==> src/rtl/ram_pkg.sv <==
// Shared definitions for the RAM bring-up path (reset generator and init sequencer).
// Latency: none; declarations only.
// Backpressure: not applicable.
package ram_pkg;

    // Bring-up sequencer states; encoding is fixed because it appears in debug captures.
    typedef enum logic [1:0] {
        WAIT_CAL = 2'd0,
        SETTLE   = 2'd1,
        FILL     = 2'd2,
        DONE     = 2'd3
    } ram_state_t;

    // Depth of every single-bit clock-domain synchronizer on the RAM path.
    localparam int SYNC_STAGES = 2;

endpackage

==> src/rtl/ram_init_sync_bit.sv <==
// Single-bit multi-flop synchronizer with asynchronous active-low reset.
// Latency: STAGES clk edges from d to q.
// Backpressure: none; level signal only.
//
// Ports:
//   clk   - destination clock
//   rst_n - asynchronous active-low reset; all stages clear to 0
//   d     - asynchronous input level
//   q     - synchronized output level
module sync_bit
    import ram_pkg::*;
#(
    parameter int STAGES = SYNC_STAGES
) (
    input  logic clk,
    input  logic rst_n,
    input  logic d,
    output logic q
);

    (* ASYNC_REG = "TRUE" *) logic [STAGES-1:0] sync_q;

    always_ff @(posedge clk or negedge rst_n) begin
        if (!rst_n) begin
            sync_q <= '0;
        end else begin
            sync_q <= {sync_q[STAGES-2:0], d};
        end
    end

    assign q = sync_q[STAGES-1];

endmodule

==> src/rtl/ram_init.sv <==
// Memory bring-up sequencer: waits for calibration, settles, optionally zero-fills, then raises ram_ready.
// Latency: ram_ready 3+SETTLE_CYCLES+INIT_WORDS edges after calib_done rises (wr_ready held high).
// Backpressure: fill stalls with stable wr_addr/wr_data while wr_ready is low; calibration loss withdraws wr_valid.
//
// Ports:
//   clk_ui, aresetn_ui       - UI clock, asynchronous active-low reset
//   calib_done               - controller calibration flag (asynchronous, synchronized here)
//   fill_en                  - quasi-static, sampled when the settle interval ends
//   wr_valid/wr_ready        - fill write handshake; wr_addr word address, wr_data = FILL_PATTERN
//   ram_ready                - memory usable by clients
//   init_busy                - settling or filling
//   calib_lost               - sticky: calibration dropped after ram_ready; cleared only by reset
module ram_init
    import ram_pkg::*;
#(
    parameter int                    ADDR_WIDTH    = 24,
    parameter int                    DATA_WIDTH    = 32,
    parameter int                    INIT_WORDS    = 16384,
    parameter int                    SETTLE_CYCLES = 256,
    parameter logic [DATA_WIDTH-1:0] FILL_PATTERN  = '0
) (
    input  logic                  clk_ui,
    input  logic                  aresetn_ui,
    input  logic                  calib_done,
    input  logic                  fill_en,
    output logic                  wr_valid,
    input  logic                  wr_ready,
    output logic [ADDR_WIDTH-1:0] wr_addr,
    output logic [DATA_WIDTH-1:0] wr_data,
    output logic                  ram_ready,
    output logic                  init_busy,
    output logic                  calib_lost
);

    localparam int CNT_W = (SETTLE_CYCLES > 1) ? $clog2(SETTLE_CYCLES) : 1;
    localparam int AW1   = ADDR_WIDTH + 1;
    localparam logic [CNT_W-1:0] SETTLE_LAST  = CNT_W'(SETTLE_CYCLES - 1);
    // One extra address bit so a fill of the full 2^ADDR_WIDTH space terminates before wrapping.
    localparam logic [AW1-1:0]   LAST_ADDR    = AW1'(INIT_WORDS - 1);
    localparam bit               FILL_ALLOWED = (INIT_WORDS != 0);

    logic             cal_s;
    ram_state_t       state;
    ram_state_t       state_nxt;
    logic [CNT_W-1:0] settle_cnt;
    logic [AW1-1:0]   addr_q;
    logic             accept;

    sync_bit #(
        .STAGES(SYNC_STAGES)
    ) u_cal_sync (
        .clk   (clk_ui),
        .rst_n (aresetn_ui),
        .d     (calib_done),
        .q     (cal_s)
    );

    assign accept = wr_valid & wr_ready;

    always_ff @(posedge clk_ui or negedge aresetn_ui) begin
        if (!aresetn_ui) begin
            state <= WAIT_CAL;
        end else begin
            state <= state_nxt;
        end
    end

    always_comb begin
        state_nxt = state;
        if (state != WAIT_CAL && !cal_s) begin
            // Recalibration overrides everything, including an in-flight fill beat.
            state_nxt = WAIT_CAL;
        end else begin
            case (state)
                WAIT_CAL: if (cal_s) state_nxt = SETTLE;
                SETTLE: begin
                    if (settle_cnt == SETTLE_LAST) begin
                        state_nxt = (fill_en && FILL_ALLOWED) ? FILL : DONE;
                    end
                end
                FILL:     if (accept && addr_q == LAST_ADDR) state_nxt = DONE;
                DONE:     state_nxt = DONE;
                default:  state_nxt = WAIT_CAL;
            endcase
        end
    end

    // Counter sits at 0 outside SETTLE, so SETTLE always starts counting from 0.
    always_ff @(posedge clk_ui or negedge aresetn_ui) begin
        if (!aresetn_ui) begin
            settle_cnt <= '0;
        end else if (state == SETTLE) begin
            settle_cnt <= settle_cnt + 1'b1;
        end else begin
            settle_cnt <= '0;
        end
    end

    always_ff @(posedge clk_ui or negedge aresetn_ui) begin
        if (!aresetn_ui) begin
            addr_q <= '0;
        end else if (state_nxt == WAIT_CAL) begin
            addr_q <= '0;
        end else if (state == SETTLE && state_nxt == FILL) begin
            addr_q <= '0;
        end else if (state == FILL && accept) begin
            addr_q <= addr_q + 1'b1;
        end
    end

    // Output flags are registered from the next state so they line up with the state register.
    always_ff @(posedge clk_ui or negedge aresetn_ui) begin
        if (!aresetn_ui) begin
            wr_valid   <= 1'b0;
            ram_ready  <= 1'b0;
            init_busy  <= 1'b0;
            calib_lost <= 1'b0;
        end else begin
            wr_valid   <= (state_nxt == FILL);
            ram_ready  <= (state_nxt == DONE);
            init_busy  <= (state_nxt == SETTLE) || (state_nxt == FILL);
            calib_lost <= calib_lost || (state == DONE && state_nxt == WAIT_CAL);
        end
    end

    assign wr_addr = addr_q[ADDR_WIDTH-1:0];
    assign wr_data = FILL_PATTERN;

endmodule

==> config.mk <==
export PLATFORM = sky130hd
export DESIGN_NAME = ram_init
export DESIGN_NICKNAME = d
export VERILOG_FILES = /design/src/rtl/ram_pkg.sv /design/src/rtl/ram_init_sync_bit.sv /design/src/rtl/ram_init.sv
export SDC_FILE = /design/constraint.sdc
export NUM_CORES = 1
export LEC_CHECK = 0
export ABC_AREA = 1
export CAP_MARGIN = 20
export CORE_UTILIZATION = 40
export CTS_CLUSTER_DIAMETER = 200
export DETAILED_ROUTE_END_ITERATION = 10
export PLACE_DENSITY = 0.73
export SLEW_MARGIN = 10
export SYNTH_ARGS = -nofsm -noshare
export SYNTH_HDL_FRONTEND = slang
export SYNTH_SLANG_ARGS = --single-unit
export TNS_END_PERCENT = 100
==> constraint.sdc <==
create_clock -name clk_ui -period 3.9 [get_ports clk_ui]
set_input_delay 1.17 -clock clk_ui [delete_from_list [all_inputs] [get_ports clk_ui]]
set_output_delay 1.17 -clock clk_ui [all_outputs]
set_load 0.05 [all_outputs]
==> summary.txt, run 1 <==
Synth
  • Post-synth top area cell: dfrtp_1
  • Post-Syn Area: around 0.0028 mm^2
  • Post-synth cell types: 25
  • Avg Inst Size Synth: 7.63 um^2
  • Area contributors post-synth: dfrtp_1, buf_4, nand2_1
  • Cell count after synthesis: between 300 and 400
  • YS warnings: 0
  • Seq/Total Area, Yosys: between 30% and 40%
  • #FFs+latches synth: 41
  • Synth top area share: 37.3%

STA
  • Final Hold Vio Count: 0
  • RSZ-0062 raised after global routing: false
  • Worst-margin pin slew: 0.912 ns
  • Max Slew Vio Count: 0
  • Period utilisation layout: around 83%
  • Final Setup Violations: 0
  • Final min period: 3.24 ns
  • Smallest hold slack: 0.361 ns
  • Setup TNS: 0 ns
  • Relative slew slack: 39.2%
  • Final clock skew: 0.00537 ns
  • Min setup slack post-route: between 0.6 and 0.7 ns
  • FMAX: 309 MHz

CTS
  • Post-CTS setup buffer count: 0
  • Clk sinks: 41
  • CTS buffer count: 5
  • Clk slew on worst S/H paths: 0.08 ns
  • H-tree levels: 2
  • Root buffer selected by CTS: clkbuf_8
  • CTS resizes: 0
  • Max Root-Sink Buffers: 2
  • CTS tree: yes
  • Hold-fix buffers at CTS: 0
  • Worst skew pair latency: 0.29 ns

Floorplan
  • Die H: 85.0 um
  • Core box area: ~0.0065 mm^2
  • Starting Density: 42.4%
  • Die area: 0.00722 mm^2
  • Top Ports: 65
  • FP Rows: 29
  • Die width: 85.0 um

Route
  • WL per Instance: 11.3 um
  • DR DRC count: 6
  • Total Routed Length: ~5100 um
  • Drt first-iter violations: approximately 110
  • ANT nets after route: 0
  • DRT Pass-1 Iters: 7
  • Vias/cell: 4.61
  • Total number of vias: 2083

Run status
  • Violated checks: DRC
  • Status: finished, violations left

Critical path
  • Critical path launch point type: primary input
  • Critical Path RT: 4.12 ns
  • Crit Path Category: primary input to flip-flop
  • Cell family with most CP delay: buffers and inverters
  • Crit-path slowest cell: clkdlybuf4s50_1
  • Critical Path Fanout Max: 12
  • Critical path's largest stage delay: approximately 0.46 ns
  • WP buf/inv: 4
  • Worst EP arrival: 3.46 ns
  • Levels on crit path: 13
  • Worst setup EP type: flip-flop
  • Register-to-Register Path Depth: 15
  • Critical Path, Cell by Cell: clkdlybuf4s50_1, nand2_1, nor2_8, nand3_1, nand3_1, nand2_1, ha_1, inv_1, nand2_4, inv_1, buf_4, nand2_1, a21oi_1
  • Crit path top cell by count: nand2_1

Final layout
  • Diodes inserted: 0
  • Area Growth Syn to Fin: 6.72%
  • Multi-input logic area: 0.00123 mm^2
  • Fill cells: 641
  • Layout Nets: 384
  • Commonest non-fill, non-tap cells in the layout: nand2_1, inv_1, nor2_1
  • Share of post-route cells with drive strength above 1: 10.4%
  • Register area: a little over 0.001 mm^2
  • Leading cell type in the layout, fill and taps excluded: nand2_1

GRT
  • Total gr overflow: 0
  • Initial antenna violation count: 0
  • Largest net degree at the start of global routing: 42
  • Vias in the first global route: 1884
  • All-layer global routing usage: between 15 and 20%
  • Global-route wire length before repair: 8720 um

Run
  • Max-cap violations: 0

Placed design
  • GPL Wtd Cong: between 0.8 and 0.9
  • Final HPWL DP: roughly 3900 um
  • Place WS: 0.339 ns
  • IO buf count: 32

Power
  • Static leakage: 0.00133 uW
  • Max VDD drop: 0.150 mV
  • PD cells: approximately 280 mW/mm^2

Worst hold path
  • Worst Hold Class: flip-flop to flip-flop
  • Min-Delay Path Depth: 0
## cells by family after synthesis
family | Yosys count | share of synthesized area (%)
AO/OA/AOI/OAI | 31 | 5.91
buffers and inverters | 107 | 22.4
AND/OR/NAND/NOR | 173 | 31.1
other | 1 | 0.136
adder cells (fa/ha/maj) | 5 | 2.27
flip-flops | 41 | 37.3
XOR/XNOR | 3 | 0.954
## power by group
group | switching [uW] | leakage (uW) | internal [uW] | total, uW
combinational | 103 | 0.000717 | 14.6 | 117
sequential | 3.59 | 0.000563 | 430 | 433
clock | 148 | 0.0000450 | 124 | 272
total | 255 | 0.00133 | 568 | 823
## metal layers
metal,track usage (%),wire length [um],up-vias
met4,4.62,74,0
met2,24.3,2300,80
met1,20.6,2470,936
met5,0,0,-
li1,-,-,1060
met3,3.02,256,7
## cell type report
class | instances | area share [%]
multi-input cells | 244 | 41.8
clock buffers | 6 | 2.47
clock inverters | 2 | 0.341
inverters | 49 | 6.26
repair buffers | 33 | 11.0
flip-flops and latches | 41 | 34.9
well taps | 77 | 3.28
## flip-flops by register name (all words and copies together) (netlist names)
register	flops
settle_cnt	8
u_cal_sync.sync_q	2
addr_q	25
ram_ready	1
init_busy	1
wr_valid	1
state	2
calib_lost	1
## stage by stage
stage / instance area [um^2] / power, uW / util [%] / instances
after floorplan: 2870 / 564 / - / 392
after global placement: 2860 / 558 / 44.0 / 444
after detailed placement: 2860 / 559 / 44.0 / 444
after CTS: 2940 / 834 / 45.3 / 452
after global routing: 2940 / 854 / 45.3 / 452
final: 2940 / 823 / 45.3 / 452
## worst paths after layout
path                                                       end  slack (ns)                            from
worst max-delay path                    addr_q[13]$_DFFE_PN0P_        0.66                        wr_ready
max in group asynchronous              settle_cnt[6]$_DFF_PN0_        2.33                      aresetn_ui
worst min register to register  u_cal_sync.sync_q[1]$_DFF_PN0_        0.36  u_cal_sync.sync_q[0]$_DFF_PN0_
worst min-delay path            u_cal_sync.sync_q[1]$_DFF_PN0_        0.36  u_cal_sync.sync_q[0]$_DFF_PN0_
min in group asynchronous              settle_cnt[7]$_DFF_PN0_        1.01                      aresetn_ui
worst max register to register          addr_q[13]$_DFFE_PN0P_        1.17           addr_q[0]$_DFFE_PN0P_
## cells in the mapped netlist
library cell / instances
nand2_1: 72
buf_4: 57
inv_1: 48
nor2_1: 48
dfrtp_1: 41
a21oi_1: 15
nand3_1: 14
o21ai_0: 10
nand4_1: 8
nor2_2: 7
nand3_2: 6
nor2_4: 6
ha_1: 5
nand2_2: 4
nor3_1: 4
o21ai_1: 4
xor2_1: 3
nor2_8: 2
a31o_2: 1
buf_2: 1
conb_1: 1
inv_2: 1
nand2_4: 1
nand3_4: 1
o21ai_2: 1
No activity file was read; power rests on OpenSTA's default activity.
==> run 2, diff against run 1 <==
- PLACE_DENSITY: 0.73 -> 0.76
- clock period: 3.9 -> 2.7 ns (I/O delays scaled with it)
==> summary.txt, run 2 (synthesis results as in run 1) <==
STA
  • Max Slew Vio Count: 0
  • Relative slew slack: 62.1%
  • FMAX: approximately 400 MHz
  • Smallest hold slack: 0.352 ns
  • Period utilisation layout: 93.4%
  • Final Hold Vio Count: 0
  • Final clock skew: between 0.006 and 0.007 ns
  • Final min period: 2.52 ns
  • Final Setup Violations: 0
  • RSZ-0062 raised after global routing: false
  • Setup TNS: 0 ns
  • Worst-margin pin slew: 0.568 ns

Critical path
  • Critical register-to-register path endpoint: addr_q[12]$_DFFE_PN0P_
  • Worst setup EP type: flip-flop
  • Critical path launch point type: primary input
  • Critical Path RT: 2.88 ns
  • Critical Path, Cell by Cell: clkdlybuf4s50_1, nand2_2, nor2_8, nand3_1, nand3_1, nand2_1, ha_1, nand3_2, nand2_4, nor2_8, nor2_4, o21ai_0, nor2_1
  • Register-to-Register Path Depth: 15
  • Worst EP arrival: 2.71 ns
  • Critical Path Fanout Max: 6
  • Critical path's largest stage delay: 0.47 ns
  • Crit Path Category: primary input to flip-flop
  • R2R Setup Slk: 0.25 ns
  • Critical R2R Launch: addr_q[1]$_DFFE_PN0P_
  • Crit-path slowest cell: clkdlybuf4s50_1

Final layout
  • Share of post-route cells with drive strength above 1: 13.7%
  • Biggest regs: addr_q (25), settle_cnt (8)
  • Largest reg by FF count: addr_q
  • Max FFs per register: 25
  • Multi-input logic area: 0.00123 mm^2
  • Fin util: 47.3%
  • Leading cell type in the layout, fill and taps excluded: nand2_1
  • Register area: between 0.001 and 0.0015 mm^2
  • Area Growth Syn to Fin: 11.6%
  • Post-Layout Cell Count: about 460
  • Commonest non-fill, non-tap cells in the layout: nand2_1, inv_1, nor2_1
  • Layout Nets: 395
  • Diodes inserted: 0
  • Fill cells: 620

Route
  • Vias/cell: 4.68
  • Drt first-iter violations: 92
  • ANT nets after route: 0
  • DRT Pass-1 Iters: 7
  • WL per Instance: 11.2 um
  • Total number of vias: ~2200
  • DR DRC count: 7
  • Total Routed Length: 5170 um

Floorplan
  • FP Rows: 29
  • Starting Density: 42.4%
  • Die H: 85.0 um
  • Die area: 0.00722 mm^2
  • Top Ports: 65
  • Die width: 85.0 um
  • Core box area: 0.00649 mm^2

CTS
  • Clk slew on worst S/H paths: 0.08 ns
  • Root buffer selected by CTS: clkbuf_8
  • H-tree levels: 2
  • CTS tree: yes
  • CTS buffer count: 5
  • Max Root-Sink Buffers: 2
  • Clk sinks: ~40
  • Worst skew pair latency: 0.29 ns

GRT
  • Total gr overflow: 0
  • Global-route wire length before repair: 9090 um
  • Initial antenna violation count: 0
  • Vias in the first global route: 2109
  • Largest net degree at the start of global routing: 26
  • All-layer global routing usage: 15.5%

Run
  • Max-cap violations: 0

Power
  • PD cells: 429 mW/mm^2
  • Static leakage: 0.00140 uW
  • Max VDD drop: 0.211 mV

Worst hold path
  • Worst Hold Class: flip-flop to flip-flop
  • Worst hold start: u_cal_sync.sync_q[0]$_DFF_PN0_
  • Min-Delay Path Depth: 0
  • Hold Crit Endpoint: u_cal_sync.sync_q[1]$_DFF_PN0_

Placed design
  • IO buf count: 32
  • Placed insts: between 400 and 500
  • GPL Wtd Cong: 0.863
  • Final HPWL DP: 4050 um

Run status
  • Status: finished, violations left
  • Violated checks: DRC
[run 2: cell type report]
cell class                      instances  share of cell area, %
Clock inverter                          1                  0.977
Tap cell                               77                   3.14
Multi-Input combinational cell        244                   40.1
Sequential cell                        41                   33.4
Timing Repair Buffer                   44                   13.6
Clock buffer                            7                   2.81
Inverter                               49                   5.99
[run 2: per-stage QoR]
stage	total power, uW	setup slack (ns)	cell area [um^2]
after floorplan	815	0.341	2870
after global placement	819	-0.0632	2940
after detailed placement	820	-0.206	2940
after CTS	1330	0.118	3060
after global routing	1380	0.0280	3070
final	1320	0.178	3070
[run 2: worst max-delay path by stage]
stage	depth (start not counted)	end	slack [ns]	start
6_report	13	addr_q[12]$_DFFE_PN0P_	0.18	wr_ready
5_1_grt	15	addr_q[15]$_DFFE_PN0P_	0.03	wr_ready
4_1_cts	13	addr_q[3]$_DFFE_PN0P_	0.12	wr_ready
3_5_place_dp	13	addr_q[3]$_DFFE_PN0P_	-0.21	wr_ready
3_3_place_gp	13	addr_q[3]$_DFFE_PN0P_	-0.06	wr_ready
2_1_floorplan	12	addr_q[3]$_DFFE_PN0P_	0.34	wr_ready
[run 2: timing repair]
item	in CTS	in global routing
gates resized for setup	0	4
buffers inserted	0	1
endpoints found under the setup margin	0	14
hold buffers	0	0
[run 2: metal layers]
layer | track usage [%] | part of all wire [%]
met4 | 5.55 | 0.91
met2 | 27.0 | 50
met1 | 19.0 | 45
met5 | 0 | 0
met3 | 3.21 | 4.6
[run 2: critical path, delay by kind of cell]
family / cells / cell delay (ns)
adders and majority gates: 1 / 0.24
AOI/OAI and AO/OA: 1 / 0.18
buffers and inverters: 1 / 0.47
and+or+nand+nor: 10 / 1.00
[run 2: report_power, final]
part | total (uW) | internal (uW) | switching [uW] | leakage [uW]
logic | 185 | 33.7 | 152 | 0.000774
clock network | 508 | 301 | 206 | 0.0000585
registers | 626 | 621 | 5.18 | 0.000563
total | 1320 | 956 | 363 | 0.00140
==> run 3, diff against run 2 <==
==> constraint.sdc (replaced) <==
create_clock -name clk_ui -period 2.7 [get_ports clk_ui]
set_input_delay 0.405 -clock clk_ui [delete_from_list [all_inputs] [get_ports clk_ui]]
set_output_delay 0.405 -clock clk_ui [all_outputs]
set_load 0.05 [all_outputs]
==> summary.txt, run 3 (synthesis results as in run 1) <==
Placed design
  • Placed Area: 0.00289 mm^2
  • IO buf count: 32
  • Final HPWL DP: 3940 um
  • GPL Wtd Cong: a little under 0.9
  • Place WS: 0.237 ns

Route
  • Vias/cell: around 4.7
  • DRT Pass-1 Iters: 8
  • Total number of vias: 2139
  • WL per Instance: roughly 11 um
  • Total Routed Length: around 5100 um
  • Drt first-iter violations: 128
  • DR DRC count: 7
  • ANT nets after route: 0

Floorplan
  • Core box area: between 0.006 and 0.007 mm^2
  • Top Ports: 65
  • Die area: 0.00722 mm^2
  • Starting Density: a little over two fifths
  • Die H: 85.0 um
  • Die width: about 85 um
  • FP Rows: 29

STA
  • Period utilisation layout: 88.9%
  • Worst-margin pin slew: about 0.93 ns
  • Final clock skew: 0.00575 ns
  • Setup TNS: 0 ns
  • FMAX: 417 MHz
  • Final Hold Vio Count: 0
  • Final min period: about 2.4 ns
  • Final Setup Violations: 0
  • Min setup slack post-route: roughly 0.30 ns
  • Relative slew slack: 38.1%
  • Max Slew Vio Count: 0
  • RSZ-0062 raised after global routing: false

Critical path
  • Register-to-Register Path Depth: 15
  • Crit Path Category: flip-flop to flip-flop
  • R2R Setup Slk: 0.30 ns
  • Critical path's largest stage delay: around 0.36 ns
  • Critical Path RT: 2.87 ns
  • Critical Path Fanout Max: 6
  • Worst setup EP type: flip-flop
  • Worst EP arrival: around 2.6 ns
  • WP buf/inv: 1
  • Crit path top cell by count: nand2_1
  • Critical register-to-register path endpoint: addr_q[3]$_DFFE_PN0P_
  • Cell family with most CP delay: simple AND/OR/NAND/NOR gates
  • Critical path launch point type: flip-flop
  • Critical Path, Cell by Cell: ha_1, nand2_1, nor2_2, nand2_1, nor2_1, nand3_1, nand3_1, nand2_1, ha_1, inv_1, nand2_4, nor2_8, nor2_2, o21ai_0, a21oi_1
  • Critical R2R Launch: addr_q[1]$_DFFE_PN0P_
  • Crit-path slowest cell: dfrtp_1

CTS
  • Clk sinks: 41
  • H-tree levels: 2
  • Max Root-Sink Buffers: 2
  • Clk slew on worst S/H paths: 0.07 ns
  • CTS tree: yes
  • CTS buffer count: 5
  • Post-CTS setup buffer count: 0
  • Worst skew pair latency: 0.30 ns
  • CTS resizes: 0
  • Root buffer selected by CTS: clkbuf_8
  • Hold-fix buffers at CTS: 0

Final layout
  • Max FFs per register: 25
  • Biggest regs: addr_q (25), settle_cnt (8)
  • Leading cell type in the layout, fill and taps excluded: nand2_1
  • Commonest non-fill, non-tap cells in the layout: nand2_1, inv_1, nor2_1
  • Fin area: 0.00301 mm^2
  • Largest reg by FF count: addr_q
  • Share of post-route cells with drive strength above 1: between 10 and 15%
  • Fill cells: approximately 640
  • Area Growth Syn to Fin: 9.22%
  • Layout Nets: 387
  • Diodes inserted: 0

Power
  • PD cells: 436 mW/mm^2
  • Static leakage: 0.00136 uW
  • Tot Pwr: 1310 uW
  • Max VDD drop: 0.204 mV

Run status
  • Violated checks: DRC
  • Status: finished, violations left

GRT
  • Total gr overflow: 0
  • Initial antenna violation count: 0
  • Global-route wire length before repair: 8970 um
  • All-layer global routing usage: 15.6%
  • Largest net degree at the start of global routing: 42
  • Vias in the first global route: about 2000

Run
  • Max-cap violations: 0

Worst hold path
  • Worst Hold Class: primary input to async pin
## run 3: worst register-to-register path: cells and delay by family (launching register included)
family                     cells  cell delay, ns
DFF                            1            0.36
buffers and inverters          1            0.14
adders and majority gates      2            0.41
and+or+nand+nor               10            1.14
AOI/OAI and AO/OA              2            0.22
## run 3: routing by layer
layer / GRT usage (%) / up-vias / share of wire, %
met1: 19.9 / 1001 / 46
met4: 7.09 / 0 / 2.1
met2: 25.7 / 62 / 47
met5: 0 / - / 0
li1: - / 1067 / -
met3: 2.72 / 9 / 4.7
## run 3: cell type report
cell class | count | area, um^2 | area share, %
clock buffer | 7 | 86.3 | 2.87
inverter | 49 | 184 | 6.11
sequential | 41 | 1030 | 34.1
clock inverter | 1 | 30.0 | 0.998
multi-input combinational | 244 | 1230 | 40.8
timing repair buffer | 36 | 358 | 11.9
tap | 77 | 96.3 | 3.20
## run 3: report_power, final
part	internal, uW	switching (uW)
Clock	301	210
Combinational	24.0	149
Sequential	621	5.02
## run 3: worst max-delay path by stage
stage / start / endpoint / slack, ns / cells after the start
3_3_place_gp: wr_ready / addr_q[22]$_DFFE_PN0P_ / 0.29 / 15
5_1_grt: addr_q[0]$_DFFE_PN0P_ / addr_q[4]$_DFFE_PN0P_ / 0.07 / 15
3_5_place_dp: wr_ready / addr_q[4]$_DFFE_PN0P_ / 0.24 / 13
2_1_floorplan: wr_valid$_DFF_PN0_ / addr_q[3]$_DFFE_PN0P_ / 0.43 / 12
6_report: addr_q[1]$_DFFE_PN0P_ / addr_q[3]$_DFFE_PN0P_ / 0.30 / 15
4_1_cts: addr_q[1]$_DFFE_PN0P_ / addr_q[4]$_DFFE_PN0P_ / 0.30 / 15
## run 3: metrics by stage
stage                     hold WS [ns]  std cells  utilization (%)
after floorplan                  0.109        392                -
after global placement           0.337        447             44.5
after detailed placement         0.336        447             44.5
after CTS                        0.279        455             46.3
after global routing             0.335        455             46.3
final                            0.244        455             46.3
